[src/rtl/decode_pipe_if.sv]
// Fetch->decode and decode->execute handshake bundle for decode_pipe.
interface decode_pipe_if #(
  parameter int unsigned XLEN = 32,
  parameter int unsigned RAW  = 5
);
  // fetch -> decode
  logic            in_valid;
  logic            in_ready;
  logic [31:0]     in_instr;
  logic [XLEN-1:0] in_pc;
  // decode -> execute
  logic            out_valid;
  logic            out_ready;
  logic [XLEN-1:0] out_pc;
  logic [XLEN-1:0] out_rs1_data;
  logic [XLEN-1:0] out_rs2_data;
  logic [XLEN-1:0] out_imm;
  logic [RAW-1:0]  out_rd;
  logic [2:0]      out_fun3;
  logic            out_load;
  logic            out_store;
  logic            out_jump;
  logic            out_branch;
  logic            out_taken;
  logic            out_wr;

  // Pipeline neighbours: fetch drives the request, execute drives out_ready.
  modport master (
    output in_valid, in_instr, in_pc, out_ready,
    input  in_ready, out_valid, out_pc, out_rs1_data, out_rs2_data, out_imm,
           out_rd, out_fun3, out_load, out_store, out_jump, out_branch,
           out_taken, out_wr
  );

  // Decode stage view.
  modport slave (
    input  in_valid, in_instr, in_pc, out_ready,
    output in_ready, out_valid, out_pc, out_rs1_data, out_rs2_data, out_imm,
           out_rd, out_fun3, out_load, out_store, out_jump, out_branch,
           out_taken, out_wr
  );
endinterface

[src/rtl/decode_pipe.sv]
// RV32I decode stage: regfile read with forwarding, immediate generation,
// branch resolution, load-use stall and a single ID/EX output register.
module decode_pipe #(
  parameter int unsigned XLEN   = 32,
  parameter int unsigned NREG   = 32,
  parameter int unsigned RAW    = $clog2(NREG),
  parameter int unsigned FWD_EN = 1
) (
  input  logic            clk,
  input  logic            rst,
  decode_pipe_if.slave    bus,
  input  logic            wb_en,
  input  logic [RAW-1:0]  wb_rd,
  input  logic [XLEN-1:0] wb_data,
  input  logic            ex_wr,
  input  logic [RAW-1:0]  ex_rd,
  input  logic [XLEN-1:0] ex_data,
  input  logic            ex_is_load,
  input  logic            flush
);

  localparam logic [6:0] OPC_LUI    = 7'b0110111;
  localparam logic [6:0] OPC_AUIPC  = 7'b0010111;
  localparam logic [6:0] OPC_JAL    = 7'b1101111;
  localparam logic [6:0] OPC_JALR   = 7'b1100111;
  localparam logic [6:0] OPC_BRANCH = 7'b1100011;
  localparam logic [6:0] OPC_LOAD   = 7'b0000011;
  localparam logic [6:0] OPC_STORE  = 7'b0100011;
  localparam logic [6:0] OPC_OPIMM  = 7'b0010011;
  localparam logic [6:0] OPC_OP     = 7'b0110011;

  typedef struct packed {
    logic [XLEN-1:0] pc;
    logic [XLEN-1:0] rs1_data;
    logic [XLEN-1:0] rs2_data;
    logic [XLEN-1:0] imm;
    logic [RAW-1:0]  rd;
    logic [2:0]      fun3;
    logic            load;
    logic            store;
    logic            jump;
    logic            branch;
    logic            taken;
    logic            wr;
  } out_t;

  logic [XLEN-1:0] rf_q [NREG];
  logic [XLEN-1:0] rf_d [NREG];
  out_t            out_q, out_d, dec;
  logic            valid_q, valid_d;

  logic [31:0]     instr;
  logic [6:0]      opcode;
  logic [2:0]      fun3;
  logic [RAW-1:0]  rs1, rs2, rd;
  logic [XLEN-1:0] rs1_val, rs2_val;
  logic [XLEN-1:0] imm_i, imm_s, imm_b, imm_j, imm_u;
  logic            use_rs1, use_rs2;
  logic            ex_fwd_ok;
  logic            stall;
  logic            accept;

  assign instr  = bus.in_instr;
  assign opcode = instr[6:0];
  assign fun3   = instr[14:12];
  assign rd     = RAW'(instr[11:7]);
  assign rs1    = RAW'(instr[19:15]);
  assign rs2    = RAW'(instr[24:20]);

  assign imm_i = XLEN'($signed(instr[31:20]));
  assign imm_s = XLEN'($signed({instr[31:25], instr[11:7]}));
  assign imm_b = XLEN'($signed({instr[31], instr[7], instr[30:25], instr[11:8], 1'b0}));
  assign imm_j = XLEN'($signed({instr[31], instr[19:12], instr[20], instr[30:21], 1'b0}));
  assign imm_u = XLEN'($signed({instr[31:12], 12'b0}));

  assign ex_fwd_ok = (FWD_EN != 0) && ex_wr && !ex_is_load;

  // Operand select: x0, then EX forward, then WB bypass, then regfile.
  always_comb begin
    rs1_val = rf_q[rs1];
    rs2_val = rf_q[rs2];
    if (wb_en && (wb_rd == rs1)) rs1_val = wb_data;
    if (wb_en && (wb_rd == rs2)) rs2_val = wb_data;
    if (ex_fwd_ok && (ex_rd == rs1)) rs1_val = ex_data;
    if (ex_fwd_ok && (ex_rd == rs2)) rs2_val = ex_data;
    if (rs1 == '0) rs1_val = '0;
    if (rs2 == '0) rs2_val = '0;
  end

  // Opcode decode, immediate select and branch resolution.
  always_comb begin
    dec          = '0;
    dec.pc       = bus.in_pc;
    dec.rs1_data = rs1_val;
    dec.rs2_data = rs2_val;
    dec.rd       = rd;
    dec.fun3     = fun3;
    use_rs1      = 1'b0;
    use_rs2      = 1'b0;
    case (opcode)
      OPC_OP: begin
        use_rs1 = 1'b1;
        use_rs2 = 1'b1;
        dec.wr  = (rd != '0);
      end
      OPC_OPIMM: begin
        use_rs1 = 1'b1;
        dec.imm = imm_i;
        dec.wr  = (rd != '0);
      end
      OPC_LOAD: begin
        use_rs1  = 1'b1;
        dec.imm  = imm_i;
        dec.load = 1'b1;
        dec.wr   = (rd != '0);
      end
      OPC_STORE: begin
        use_rs1   = 1'b1;
        use_rs2   = 1'b1;
        dec.imm   = imm_s;
        dec.store = 1'b1;
      end
      OPC_BRANCH: begin
        use_rs1    = 1'b1;
        use_rs2    = 1'b1;
        dec.imm    = imm_b;
        dec.branch = 1'b1;
        case (fun3)
          3'b000:  dec.taken = (rs1_val == rs2_val);
          3'b001:  dec.taken = (rs1_val != rs2_val);
          3'b100:  dec.taken = ($signed(rs1_val) <  $signed(rs2_val));
          3'b101:  dec.taken = ($signed(rs1_val) >= $signed(rs2_val));
          3'b110:  dec.taken = (rs1_val <  rs2_val);
          3'b111:  dec.taken = (rs1_val >= rs2_val);
          default: dec.taken = 1'b0;
        endcase
      end
      OPC_JAL: begin
        dec.imm  = imm_j;
        dec.jump = 1'b1;
        dec.wr   = (rd != '0);
      end
      OPC_JALR: begin
        use_rs1  = 1'b1;
        dec.imm  = imm_i;
        dec.jump = 1'b1;
        dec.wr   = (rd != '0);
      end
      OPC_LUI, OPC_AUIPC: begin
        dec.imm = imm_u;
        dec.wr  = (rd != '0);
      end
      default: ;
    endcase
  end

  // Load-use hazard: the loaded value is not available for forwarding yet.
  assign stall = bus.in_valid && ex_wr && ex_is_load && (ex_rd != '0) &&
                 ((use_rs1 && (ex_rd == rs1)) || (use_rs2 && (ex_rd == rs2)));

  assign bus.in_ready = !rst && !flush && !stall && (!valid_q || bus.out_ready);
  assign accept       = bus.in_valid && bus.in_ready;

  // Output register next state: flush kills, accept loads, drain clears valid.
  always_comb begin
    valid_d = valid_q;
    out_d   = out_q;
    if (flush) begin
      valid_d = 1'b0;
    end else if (accept) begin
      valid_d = 1'b1;
      out_d   = dec;
    end else if (bus.out_ready) begin
      valid_d = 1'b0;
    end
  end

  // Regfile write; x0 is never written.
  always_comb begin
    rf_d = rf_q;
    if (wb_en && (wb_rd != '0)) rf_d[wb_rd] = wb_data;
  end

  // State update with synchronous reset.
  always_ff @(posedge clk) begin
    if (rst) begin
      valid_q <= 1'b0;
      out_q   <= '0;
      rf_q    <= '{default: '0};
    end else begin
      valid_q <= valid_d;
      out_q   <= out_d;
      rf_q    <= rf_d;
    end
  end

  assign bus.out_valid    = valid_q;
  assign bus.out_pc       = out_q.pc;
  assign bus.out_rs1_data = out_q.rs1_data;
  assign bus.out_rs2_data = out_q.rs2_data;
  assign bus.out_imm      = out_q.imm;
  assign bus.out_rd       = out_q.rd;
  assign bus.out_fun3     = out_q.fun3;
  assign bus.out_load     = out_q.load;
  assign bus.out_store    = out_q.store;
  assign bus.out_jump     = out_q.jump;
  assign bus.out_branch   = out_q.branch;
  assign bus.out_taken    = out_q.taken;
  assign bus.out_wr       = out_q.wr;

endmodule
[src/flat_wrapper.sv]
// flat-port wrapper written by rule: the top's interface ports become plain ports
module decode_pipe_flat 
#(
  parameter int unsigned XLEN   = 32,
  parameter int unsigned NREG   = 32,
  parameter int unsigned RAW    = $clog2(NREG),
  parameter int unsigned FWD_EN = 1
)
  (clk, rst, wb_en, wb_rd, wb_data, ex_wr, ex_rd, ex_data, ex_is_load, flush, bus_in_valid, bus_in_instr, bus_in_pc, bus_out_ready, bus_in_ready, bus_out_valid, bus_out_pc, bus_out_rs1_data, bus_out_rs2_data, bus_out_imm, bus_out_rd, bus_out_fun3, bus_out_load, bus_out_store, bus_out_jump, bus_out_branch, bus_out_taken, bus_out_wr);
  decode_pipe_if #(.XLEN(XLEN), .RAW(RAW)) bus_i ();
  input  logic clk;
  input  logic rst;
  input  logic wb_en;
  input  logic [RAW-1:0] wb_rd;
  input  logic [XLEN-1:0] wb_data;
  input  logic ex_wr;
  input  logic [RAW-1:0] ex_rd;
  input  logic [XLEN-1:0] ex_data;
  input  logic ex_is_load;
  input  logic flush;
  input wire logic [$bits(bus_i.in_valid)-1:0] bus_in_valid;
  input wire logic [$bits(bus_i.in_instr)-1:0] bus_in_instr;
  input wire logic [$bits(bus_i.in_pc)-1:0] bus_in_pc;
  input wire logic [$bits(bus_i.out_ready)-1:0] bus_out_ready;
  output wire logic [$bits(bus_i.in_ready)-1:0] bus_in_ready;
  output wire logic [$bits(bus_i.out_valid)-1:0] bus_out_valid;
  output wire logic [$bits(bus_i.out_pc)-1:0] bus_out_pc;
  output wire logic [$bits(bus_i.out_rs1_data)-1:0] bus_out_rs1_data;
  output wire logic [$bits(bus_i.out_rs2_data)-1:0] bus_out_rs2_data;
  output wire logic [$bits(bus_i.out_imm)-1:0] bus_out_imm;
  output wire logic [$bits(bus_i.out_rd)-1:0] bus_out_rd;
  output wire logic [$bits(bus_i.out_fun3)-1:0] bus_out_fun3;
  output wire logic [$bits(bus_i.out_load)-1:0] bus_out_load;
  output wire logic [$bits(bus_i.out_store)-1:0] bus_out_store;
  output wire logic [$bits(bus_i.out_jump)-1:0] bus_out_jump;
  output wire logic [$bits(bus_i.out_branch)-1:0] bus_out_branch;
  output wire logic [$bits(bus_i.out_taken)-1:0] bus_out_taken;
  output wire logic [$bits(bus_i.out_wr)-1:0] bus_out_wr;
  assign bus_i.in_valid = bus_in_valid;
  assign bus_i.in_instr = bus_in_instr;
  assign bus_i.in_pc = bus_in_pc;
  assign bus_i.out_ready = bus_out_ready;
  assign bus_in_ready = bus_i.in_ready;
  assign bus_out_valid = bus_i.out_valid;
  assign bus_out_pc = bus_i.out_pc;
  assign bus_out_rs1_data = bus_i.out_rs1_data;
  assign bus_out_rs2_data = bus_i.out_rs2_data;
  assign bus_out_imm = bus_i.out_imm;
  assign bus_out_rd = bus_i.out_rd;
  assign bus_out_fun3 = bus_i.out_fun3;
  assign bus_out_load = bus_i.out_load;
  assign bus_out_store = bus_i.out_store;
  assign bus_out_jump = bus_i.out_jump;
  assign bus_out_branch = bus_i.out_branch;
  assign bus_out_taken = bus_i.out_taken;
  assign bus_out_wr = bus_i.out_wr;
  decode_pipe #(.XLEN(XLEN), .NREG(NREG), .RAW(RAW), .FWD_EN(FWD_EN)) u_core (.clk(clk), .rst(rst), .bus(bus_i), .wb_en(wb_en), .wb_rd(wb_rd), .wb_data(wb_data), .ex_wr(ex_wr), .ex_rd(ex_rd), .ex_data(ex_data), .ex_is_load(ex_is_load), .flush(flush));
endmodule
[config.mk]
export PLATFORM = sky130hd
export DESIGN_NAME = decode_pipe_flat
export DESIGN_NICKNAME = d
export VERILOG_FILES = /design/src/rtl/decode_pipe_if.sv /design/src/rtl/decode_pipe.sv /design/src/flat_wrapper.sv
export SDC_FILE = /design/constraint.sdc
export NUM_CORES = 2
export LEC_CHECK = 0
export BUFFER_PORTS_ARGS = -buffer_cell sky130_fd_sc_hd__buf_4
export CAP_MARGIN = 40
export CORE_UTILIZATION = 40
export DETAILED_ROUTE_END_ITERATION = 8
export GPL_ROUTABILITY_DRIVEN = 0
export PLACE_DENSITY = 0.67
export REMOVE_ABC_BUFFERS = 1
export SETUP_SLACK_MARGIN = 0.2
export SYNTH_ARGS = -nofsm -noshare
export SYNTH_HDL_FRONTEND = slang
export SYNTH_SLANG_ARGS = --single-unit
export TNS_END_PERCENT = 20
[constraint.sdc]
create_clock -name clk -period 5 [get_ports clk]
set_input_delay 0 -clock clk [delete_from_list [all_inputs] [get_ports clk]]
set_output_delay 0 -clock clk [all_outputs]
set_load 0.005 [all_outputs]
; Yosys cells after proc, flatten, opt, wreduce, memory -nomap -nowiden
; Cells that the tools add are included.
[totals]
reg_bits = 1167
inputBits = 146
output_inout_bits = 144
word_cells = 142
[classes]
n_lt_le_gt_ge = 8
eq_ne = 20
muxes = 26
n_bitwise = 4
n_reduce_logical = 39
[op_table]
columns = operator, count
row1 = 1024-bit bitwise mux, 1
row2 = 32-bit two-way mux, 11
row3 = 32-bit binary-select mux with 5-bit select, 2
row4 = 32-bit demux with 5-bit select, 1
row5 = 32-bit one-hot mux with 5 select lines, 1
row6 = 32-bit greater-or-equal comparator, 2
row7 = 32-bit < comparator, 2
row8 = 32-bit == test, 1
row9 = 32-bit != test, 1
row10 = "7-bit by 6-bit == test with 1-bit output, second input constant", 3
row11 = "7-bit == test, second input constant", 3
row12 = 5-bit == test, 4
row13 = "6-bit greater-or-equal comparator, second input constant", 3
row14 = 5-bit NOT with 6-bit output, 3
row15 = 1-bit logical AND, 17
row16 = 5-bit nonzero test, 3
row17 = "7-bit by 5-bit == test with 1-bit output, second input constant", 2
row18 = "3-bit == test, second input constant", 4
row19 = 5-bit zero test, 2
row20 = 1-bit two-way mux, 8
row21 = "7-bit by 2-bit == test with 1-bit output, second input constant", 1
row22 = 7-bit OR reduction, 1
row23 = "6-bit by 1-bit < comparator with 1-bit output, second input constant", 1
row24 = 1-bit one-hot mux with 6 select lines, 1
row25 = other kinds (11), 19

; Depth between registers and ports, before layout
[logic_depth]
ltp_word = 11
depth_mapped = 18
mapped_depth_nobuf = 14

; Worst setup path before layout
; No wires, ideal clock.
[synth_timing]
path_type = input to register
from = input port bus_in_instr[21]
to = register u_core.out_q (netlist bit u_core.bus.out_taken)
setup_time_ns = 0.101
arrival_time_ns = 3.840
t_required_ns = 4.899
setup_slack_ns = 1.059
cell_stages = 17
path_buffers = 3
cell_sequence = buf_2 clkbuf_1 clkbuf_1 mux4_2 mux4_2 mux2i_1 nand2_1 o21ai_1 a2bb2oi_2 ha_1 a21oi_1 nand2_1 a221o_1 o31a_1 a21o_1 o311a_1 o41ai_1
[synth_via]
elab_chain_cells = 10
word_cells_on_any_way = 28
cone_classes = order compare (4) / eq/ne (4) / mux (8) / bitwise (1) / reduce/logical (11)
[synth_rtl]
columns = item, line
row1 = start: declaration, flat_wrapper.sv:22  ; input wire logic [$bits(bus_i.in_instr)-1:0] bus_in_instr;
row2 = 5-bit NOT with 6-bit output (implied by the code), decode_pipe.sv:81  ; rs2_val = rf_q[rs2];
row3 = 32-bit binary-select mux with 5-bit select, decode_pipe.sv:81
row4 = 32-bit two-way mux (implied by the code) (2 in series), decode_pipe.sv:81
row5 = 32-bit two-way mux, decode_pipe.sv:83  ; if (wb_en && (wb_rd == rs2)) rs2_val = wb_data;
row6 = 32-bit two-way mux, decode_pipe.sv:85  ; if (ex_fwd_ok && (ex_rd == rs2)) rs2_val = ex_data;
row7 = 32-bit two-way mux, decode_pipe.sv:87  ; if (rs2 == '0) rs2_val = '0;
row8 = 32-bit greater-or-equal comparator (tied with other cells), decode_pipe.sv:134  ; 3'b111: dec.taken = (rs1_val >= rs2_val);
row9 = 1-bit one-hot mux with 6 select lines, decode_pipe.sv:128  ; case (fun3)
row10 = 2-bit two-way mux, decode_pipe.sv:100  ; case (opcode)
row11 = end signal: assignment, decode_pipe.sv:192  ; out_q <= out_d;
row12 = end: declaration, decode_pipe.sv:49  ; out_t out_q, out_d, dec;
; Parallel ways exist; a longest one is shown, timed or not. The select of a mux whose other input is x is not followed.
; A chain may end at the register's enable or synchronous reset.

; Worst setup path in the final report
[layout_timing]
from = input port bus_in_instr[20]
to = register u_core.out_q (netlist bit u_core.bus.out_taken)
; The elaborated chain is that of the path after synthesis.

==> results.yml <==
critical_path:
  cp-end-kind: "flop"
  reg2regPathDepth: 14
  cp_max_fo: 21
  critPathArrivalTime_ps: 5210
  r2r-end: "u_core.bus.out_taken"
  required_ps: 5640
  cp-startpoint: "bus_in_instr[20]"
  path_class: "in -> reg"
  r2r_start: "u_core.rf_q[136]"
  setup.worst_path.end: "u_core.bus.out_taken"
  reg2reg_slack_ps: 530
  worstSetupStartpointType: "input port"
detailed_routing:
  num_vias: 56134
  post_drt_wl_per_cell_um: 29.1
  vias_per_cell: 6.46
  drtAntennaViolNets: 0
  drtIter0Drc: 9959
  dr.pass1.iters: 9
  routed_wirelength_um: 253000
  drcViolationCount: 0
placed_design:
  post-dp-hpwl_um: 155000
  io_buffers: 289
  dp_cells: 8306
power_and_ir_drop:
  p_seq_frac: 0.450
  p_sw_uw: 5450
  power.density_nw_per_um2: 304
  p_int_uw: 15500
  p_comb_frac: 0.099
  switching_share: 0.259
  ir_drop_v: 0.000289
  p_leak_uw: 0.0236
  clkPwrFrac: 0.452
  total_power_uw: 21000
grt:
  grt_pass1_vias: 52137
  grt_util_all_layers: 0.331
  antenna_found_initial: 19
  grt_max_degree: 220
  grt_first_pass_wirelength_um: 358000
  grt-ovfl-total: 0
sta:
  holdWs_ps: 35.7
  fin_crit_sh: 0.912
  fin_skew_ps: 29.3
  setup_viol: 0
  setup_tns_ps: 0
  worst_pin_slew_ps: 1210
  slew_violations: 0
  timing_hold_violations_final: 0
  period_minus_slack_ps: 4560
  max_freq_mhz: 219
  rsz0062_at_grt: "false"
  relSlewSlack: 0.196
logic_synthesis:
  yosys.cell_types.count: 62
  synth_top_area_frac: 0.400
  async_reset_ff_frac: 0
  synthFlopType: "dfxtp_1"
  seq_area_frac_synth: 0.400
  synth_seq_cells: 1167
  synth_area_leaders: "dfxtp_1 (40%), mux4_2 (22%), nand2_1 (15%)"
  synth_edf_count: 0
  syn-instance-count: 6558
  synthesis.area_sq_um: 58400
  syn_area_per_cell_sq_um: 8.91
  ys_warn_count: 0
  synth_area_leader_cell: "dfxtp_1"
clock_tree:
  postCtsSetupBuffers: 0
  cts_tree: "done"
  clockBufferDepth: 3
  clk_latency_ps: 770
  htreeDepth: 3
  cts-root-buf: "clkbuf_16"
  cts_sinks: 1167
  clk_pin_slew_worst_paths_ps: 70
  cts_buffers: 117
layout:
  instances_no_fill: 8694
  final_cell_mix: "nand2_1 (2245), dfxtp_1 (1167), a21oi_1 (1106), mux4_2 (576), buf_4 (451)"
  final_util: 0.479
  final_common_cell: "nand2_1"
  drive_above_1_share: 0.209
  final_nets: 6864
  syn_to_final_growth_pct: 18.3
floorplan:
  coreArea_sq_um: 144000
  rows: 139
  die_area_sq_um: 148000
  die_w_um: 384
  io_pins: 290
  die_h_um: 384
  start_util: 0.405
run:
  cap_violations: 0
min_path:
  hp-class: "in -> reg"
outcome:
  status: "finished clean"
==> per-stage QoR <==
stage / cell area, sq um / setup WS (ps)
4_1_cts: 69000 / 315
5_1_grt: 69100 / 188
3_3_place_gp: 62700 / 72.0
3_5_place_dp: 63400 / 224
6_report: 69100 / 439
2_1_floorplan: 55600 / -136
==> sequential cells by signal, indices dropped and copies added, names as in the netlist <==
name	flops
u_core.bus.out_store	1
u_core.bus.out_jump	1
u_core.bus.out_pc	32
u_core.bus.out_fun3	3
u_core.bus.out_wr	1
u_core.bus.out_taken	1
u_core.bus.out_rs1_data	32
u_core.bus.out_imm	32
u_core.rf_q	1024
u_core.bus.out_branch	1
u_core.bus.out_rs2_data	32
u_core.bus.out_load	1
u_core.bus.out_rd	5
u_core.bus.out_valid	1
==> layout make-up <==
class	count	area (sq um)
antenna	7	17.5
clock inverter	57	744
timing repair buffer	694	6650
clock buffer	160	3290
fill	13068	75100
inverter	35	131
tap	1903	2380
sequential	1167	23400
multi-input combinational	4671	32500
==> layer usage <==
layer / vias to the layer above / GRT usage / share of wire
met2: 4827 / 0.471 / 0.41
li1: 23142 / - / -
met5: - / 0.00292 / 0.00072
met4: 17 / 0.203 / 0.071
met1: 26961 / 0.419 / 0.35
met3: 1187 / 0.131 / 0.17
==> how the worst min path moves through the flow <==
| stage | slack, ps | startpoint | cells after the start | endpoint |
|---|---|---|---|---|
| after floorplan | 50 | bus_in_valid | 1 | bus_in_ready |
| after global placement | 250 | bus_in_pc[3] | 3 | u_core.bus.out_pc[3] |
| after detailed placement | 250 | bus_in_pc[26] | 3 | u_core.bus.out_pc[26] |
| after CTS | 0.03 | bus_in_instr[16] | 4 | u_core.bus.out_imm[16] |
| after global routing | 50 | bus_in_pc[25] | 4 | u_core.bus.out_pc[25] |
| final | 40 | bus_in_pc[28] | 4 | u_core.bus.out_pc[28] |
==> Yosys cell counts, drive strengths merged, types with 32 or more instances <==
cell / count
nor2b: 41
dfxtp: 1167
nand2: 2277
mux4: 576
a21oi: 1107
a22oi: 129
inv: 35
ha: 32
nor2: 115
clkbuf: 573
mux2i: 32
buf: 112
o21ai: 77
nand3b: 35
==> critical path, stage by stage <==
cell           delay, ps
dlygate4sd3_1        600
buf_12               270
buf_12               250
buf_4                240
mux4_2               530
mux4_2               490
mux2i_2              380
a211oi_1             160
a21oi_1              140
buf_4                150
ha_1                 230
a21oi_1              150
o21ai_0              230
a221oi_2             350
nand2_1              140
a21o_1               200
o311a_1              320
o41ai_1              330
==> power by group through the flow <==
| stage | Combinational (uW) | Clock, uW | Sequential, uW |
|---|---|---|---|
| 6_report | 2070 | 9480 | 9440 |
| 5_1_grt | 2120 | 9820 | 9450 |
| 4_1_cts | 1990 | 9470 | 9440 |
| 3_5_place_dp | 1880 | 0 | 9650 |
| 3_3_place_gp | 1850 | 0 | 9640 |
| 2_1_floorplan | 618 | 0 | 9630 |
==> kinds of logic after synthesis <==
group	synth area share
simple gates	0.172
xor+xnor	0.00315
mux	0.228
compound gates	0.139
fa+ha+maj	0.00685
flops	0.400
buf+inv	0.0508
==> timing repair <==
item                                    CTS  global route
endpoints found under the hold margin  1139             0
resized for setup                         0             3
setup endpoints to repair                 0             1
hold buffers                            161             0
Note: power is estimated with default switching activity, not from simulation.
